### src/rtl/vga_timing_gen.sv
// VGA-style raster timing generator: free-running h/v counters with a
// single registered output stage for sync, display enable, blanked colour and frame markers.
module vga_timing_gen #(
  parameter int unsigned H_ACTIVE = 1024,
  parameter int unsigned H_FP     = 24,
  parameter int unsigned H_SYNC   = 136,
  parameter int unsigned H_BP     = 160,
  parameter int unsigned V_ACTIVE = 768,
  parameter int unsigned V_FP     = 3,
  parameter int unsigned V_SYNC   = 6,
  parameter int unsigned V_BP     = 29,
  parameter bit          H_POL    = 1'b0,
  parameter bit          V_POL    = 1'b0,
  parameter int unsigned COLOR_W  = 1
) (
  input  logic                 clk,
  input  logic                 rst,
  input  logic                 en,
  input  logic [3*COLOR_W-1:0] rgb_in,
  output logic [11:0]          pix_x,
  output logic [11:0]          pix_y,
  output logic                 pix_req,
  output logic                 h_sync,
  output logic                 v_sync,
  output logic                 de,
  output logic [COLOR_W-1:0]   red,
  output logic [COLOR_W-1:0]   green,
  output logic [COLOR_W-1:0]   blue,
  output logic                 line_end,
  output logic                 frame_start
);

  localparam int unsigned H_TOTAL = H_ACTIVE + H_FP + H_SYNC + H_BP;
  localparam int unsigned V_TOTAL = V_ACTIVE + V_FP + V_SYNC + V_BP;

  localparam logic [11:0] H_LAST     = 12'(H_TOTAL - 1);
  localparam logic [11:0] V_LAST     = 12'(V_TOTAL - 1);
  localparam logic [11:0] H_ACT_END  = 12'(H_ACTIVE);
  localparam logic [11:0] V_ACT_END  = 12'(V_ACTIVE);
  localparam logic [11:0] HS_START   = 12'(H_ACTIVE + H_FP);
  localparam logic [11:0] HS_END     = 12'(H_ACTIVE + H_FP + H_SYNC);
  localparam logic [11:0] VS_START   = 12'(V_ACTIVE + V_FP);
  localparam logic [11:0] VS_END     = 12'(V_ACTIVE + V_FP + V_SYNC);

  logic [11:0]        h_q, h_d;
  logic [11:0]        v_q, v_d;
  logic               h_wrap;
  logic               v_wrap;
  logic               active;

  logic               de_q, de_d;
  logic               hs_q, hs_d;
  logic               vs_q, vs_d;
  logic               le_q, le_d;
  logic               fs_q, fs_d;
  logic [COLOR_W-1:0] r_q, r_d;
  logic [COLOR_W-1:0] g_q, g_d;
  logic [COLOR_W-1:0] b_q, b_d;

  assign h_wrap = (h_q == H_LAST);
  assign v_wrap = (v_q == V_LAST);
  assign active = (h_q < H_ACT_END) && (v_q < V_ACT_END);

  // Counter next state: v only moves on an h wrap, so the corner case
  // (H_LAST,V_LAST) -> (0,0) happens on a single edge.
  always_comb begin
    h_d = h_q;
    v_d = v_q;
    if (en) begin
      h_d = h_wrap ? '0 : h_q + 12'd1;
      if (h_wrap) begin
        v_d = v_wrap ? '0 : v_q + 12'd1;
      end
    end
  end

  // Output stage decodes the current counts; syncs hold while stalled.
  always_comb begin
    de_d = 1'b0;
    r_d  = '0;
    g_d  = '0;
    b_d  = '0;
    le_d = 1'b0;
    fs_d = 1'b0;
    hs_d = hs_q;
    vs_d = vs_q;
    if (en) begin
      de_d = active;
      if (active) begin
        r_d = rgb_in[3*COLOR_W-1:2*COLOR_W];
        g_d = rgb_in[2*COLOR_W-1:COLOR_W];
        b_d = rgb_in[COLOR_W-1:0];
      end
      hs_d = ((h_q >= HS_START) && (h_q < HS_END)) ? H_POL : ~H_POL;
      vs_d = ((v_q >= VS_START) && (v_q < VS_END)) ? V_POL : ~V_POL;
      le_d = h_wrap;
      fs_d = (h_q == '0) && (v_q == '0);
    end
  end

  always_ff @(posedge clk or posedge rst) begin
    if (rst) begin
      h_q  <= '0;
      v_q  <= '0;
      de_q <= 1'b0;
      r_q  <= '0;
      g_q  <= '0;
      b_q  <= '0;
      le_q <= 1'b0;
      fs_q <= 1'b0;
      hs_q <= ~H_POL;
      vs_q <= ~V_POL;
    end else begin
      h_q  <= h_d;
      v_q  <= v_d;
      de_q <= de_d;
      r_q  <= r_d;
      g_q  <= g_d;
      b_q  <= b_d;
      le_q <= le_d;
      fs_q <= fs_d;
      hs_q <= hs_d;
      vs_q <= vs_d;
    end
  end

  assign pix_x       = h_q;
  assign pix_y       = v_q;
  assign pix_req     = active;
  assign h_sync      = hs_q;
  assign v_sync      = vs_q;
  assign de          = de_q;
  assign red         = r_q;
  assign green       = g_q;
  assign blue        = b_q;
  assign line_end    = le_q;
  assign frame_start = fs_q;

endmodule

### config.mk
export PLATFORM = sky130hd
export DESIGN_NAME = vga_timing_gen
export DESIGN_NICKNAME = d
export VERILOG_FILES = /design/src/rtl/vga_timing_gen.sv
export SDC_FILE = /design/constraint.sdc
export NUM_CORES = 1
export LEC_CHECK = 0
export ABC_AREA = 1
export BUFFER_PORTS_ARGS = -buffer_cell sky130_fd_sc_hd__clkbuf_2
export CORE_MARGIN = 2
export CORE_UTILIZATION = 55
export DETAILED_ROUTE_END_ITERATION = 12
export HOLD_SLACK_MARGIN = 0.05
export PLACE_DENSITY = 0.8
export SLEW_MARGIN = 20
export SYNTH_ARGS = -nofsm -noshare
export SYNTH_HDL_FRONTEND = slang
export SYNTH_SLANG_ARGS = --single-unit
### constraint.sdc
create_clock -name clk -period 2.5 [get_ports clk]
set_clock_uncertainty 0.2 [all_clocks]
set_input_delay 0.25 -clock clk [delete_from_list [all_inputs] [get_ports clk]]
set_output_delay 0.25 -clock clk [all_outputs]
set_load 0.01 [all_outputs]
==> impl_metrics.env <==
export IMPL_run_status="complete, no violations"
export IMPL_power_per_cell_area_nw_per_um2=647
export IMPL_die_h_um=62.1
export IMPL_hold_path_class="in -> reg"
export IMPL_maxCapViolations=0
export IMPL_ys_seq_area_frac=0.433
export IMPL_sw_frac_of_total=0.352
export IMPL_slew_violations=0
export IMPL_diodes=0
export IMPL_netlist_instances=249
export IMPL_ys_types=24
export IMPL_drive_gt1_frac=0.205
export IMPL_grt_max_degree=22
export IMPL_r2r_cells=6
export IMPL_highest_layer="met4"
export IMPL_row_count=21
export IMPL_setup_tns_ps=0
export IMPL_dpl_hpwl_mm=3.05
export IMPL_final_antenna_net_count=0
export IMPL_fin_crit_ps=1830
export IMPL_seq_power_share=0.475
export IMPL_post_cts_setup_buffers=0
export IMPL_met1_length_mm=1.86
export IMPL_drt_drc_violations_left=0
export IMPL_grt_overflow=0
export IMPL_num_vias=1767
export IMPL_clock_latency_ps=350
export IMPL_ir_worst_vdd_uv=586
export IMPL_die_w_um=62.1
export IMPL_num_nets_final=309
export IMPL_synth_seq_cells=32
export IMPL_die_area_um2=3850
export IMPL_critPathLaunchType="flip-flop"
export IMPL_cts_tree="done"
export IMPL_critical_path_required_ps=2050
export IMPL_final_util=0.674
export IMPL_root_buffer="clkbuf_4"
export IMPL_vias_per_cell=5.14
export IMPL_regToRegSetupSlack_ps=720
export IMPL_place_ws_ps=741
export IMPL_tightestPinTransition_ps=437
export IMPL_io_buffers=38
export IMPL_internal_power_mw=0.928
export IMPL_achievable_frequency_ghz=0.545
export IMPL_hold_viol=0
export IMPL_hold_depth=3
export IMPL_drt_wl_total_mm=4.03
export IMPL_min_delay_worst_endpoint="v_sync"
export IMPL_syn_to_final_growth_pct=19.4
export IMPL_critPathKind="reg -> out"
export IMPL_pwr_share_clk=0.279
export IMPL_grt_first_pass_wirelength_mm=6.78
export IMPL_routedWlPerCell_um=11.7
export IMPL_core_area_um2=3280
export IMPL_rsz0062_at_grt="false"
export IMPL_r2r_end="pix_y[4]"
export IMPL_ctsLongestPathBuffers=2
export IMPL_clk_pin_slew_ps=100
export IMPL_finalCritPeriodShare=0.734
export IMPL_cp_end_kind="output port"
export IMPL_setup_ws_ps=665
export IMPL_synth_warnings=0
export IMPL_initial_core_util=0.565
export IMPL_htreeDepth=2
export IMPL_synth_nets=261
export IMPL_min_from="en"
export IMPL_worst_ep_arrival_time_ps=1380
export IMPL_worstPathMaxFanout=4
export IMPL_ios=39
export IMPL_leakage_nw=1.13
export IMPL_postSynthAreaPerCell_um2=7.45
export IMPL_antenna_found_initial=0
export IMPL_regToRegStartpoint="pix_x[1]"
export IMPL_netlist_area_um2=1850
export IMPL_firstDrtPassIters=4
export IMPL_drtIter0Drc=117
export IMPL_grtUsageTotal=0.242
export IMPL_power_share_combinational=0.246
export IMPL_max_slew_margin=0.708
export IMPL_routabilityCongestion=0.854
export IMPL_met2_length_mm=1.90
export IMPL_setup_viol=0
export IMPL_met3_length_um=215
export IMPL_grt_pass1_vias=1557
export IMPL_finalPower_mw=1.43
export IMPL_p_sw_mw=0.503
export IMPL_clkSinkCount=32
export IMPL_cts_buffers_inserted=5
through the flow:
stage / std cells / hold slack [ps] / instance area, um^2
3_5_place_dp: 332 / 34.5 / 2090
3_3_place_gp: 332 / 34.4 / 2090
5_1_grt: 344 / 169 / 2210
6_report: 344 / 129 / 2210
4_1_cts: 344 / 128 / 2210
2_1_floorplan: 249 / 165 / 1850
flip-flops by register name, summed over array words and instances (netlist names):
name and count:
pix_x 12, pix_y 12, blue 1, de 1, frame_start 1, green 1, h_sync 1, line_end 1
red 1, v_sync 1
cells in the mapped netlist:
library cell	n	area share
ha_1	6	0.040
xor2_1	8	0.038
o21ai_2	2	0.0094
o21ai_1	7	0.019
nor2_4	2	0.012
nor3_2	1	0.0054
inv_2	2	0.0041
o211ai_1	2	0.0081
inv_1	34	0.069
buf_6	1	0.0061
xnor2_1	1	0.0047
nand2_2	2	0.0067
nor3_1	5	0.013
nor2_2	2	0.0067
nand4_1	6	0.020
nand2_1	64	0.13
nand4_2	1	0.0067
a21oi_1	3	0.0081
o21ai_0	6	0.016
clkbuf_1	1	0.0020
dfstp_2	2	0.028
nor2_1	35	0.071
nand3_1	26	0.070
dfrtp_1	30	0.40
routing by layer:
metal / up-vias / global-route usage
met3: 6 / 0.0435
met4: 0 / 0.0821
met5: - / 0
li1: 886 / -
met2: 53 / 0.402
met1: 822 / 0.319
cells in the final DEF (no fill, tap or decap):
master	Yosys	routed
xor2_1	8	8
o21ai_1	7	7
o211ai_1	2	2
nand3_1	26	26
nand4_1	6	6
xnor2_1	1	1
ha_1	6	6
clkinvlp_4	0	1
o21ai_0	6	6
nand2_2	2	2
a21oi_1	3	3
buf_4	0	1
dfstp_2	2	2
inv_1	34	34
nand2_1	64	64
clkbuf_4	0	5
dlygate4sd3_1	0	4
inv_2	2	2
nor3_1	5	5
dfrtp_1	30	30
nor3_2	1	1
clkbuf_2	0	38
nor2_2	2	2
o21ai_2	2	2
bufinv_16	0	1
clkinv_2	0	1
nand4_2	1	1
nor2_1	35	35
nor2_4	2	2
logic make-up after synthesis:
group | share of synthesized area
and+or+nand+nor | 0.342
AOI/OAI and AO/OA | 0.0607
xor gates and xnor gates | 0.0425
DFF | 0.433
adders and majority gates | 0.0405
buffers and inverters | 0.0810
what timing repair did:
item,4_1_cts,5_1_grt
gates resized for setup,0,0
hold buffers,4,0
hold endpoints to repair,14,0
power by group through the flow:
| stage | Sequential (mW) | Combinational (mW) | Clock, mW |
|---|---|---|---|
| finish | 0.680 | 0.353 | 0.399 |
| global route | 0.696 | 0.405 | 0.425 |
| CTS | 0.678 | 0.356 | 0.400 |
| detailed placement | 0.689 | 0.348 | 0 |
| global placement | 0.685 | 0.340 | 0 |
| floorplan | 0.705 | 0.197 | 0 |
worst max-delay path by stage:
stage	from	end	slack [ps]
after floorplan	pix_x[1]	pix_y[2]	910
after global placement	pix_x[1]	pix_y[4]	810
after detailed placement	pix_x[1]	pix_y[4]	740
after CTS	pix_y[10]	pix_req	660
after global routing	pix_y[10]	pix_req	530
final	pix_y[10]	pix_req	670
critical path, stage by stage (launching register included):
cell and delay, ps:
dfrtp_1 410, inv_1 90, nand2_1 90, inv_1 80
nand3_1 90, inv_1 130, clkbuf_2 150
final cells by class:
cell class,instances,area (um^2)
Inverter,36,135
Tap cell,46,57.6
Clock inverter,3,42.5
Multi-Input combinational cell,179,901
Timing Repair Buffer,43,238
Clock buffer,5,37.5
Fill cell,290,1070
Sequential cell,32,803
No activity file was read; power rests on OpenSTA's default activity.
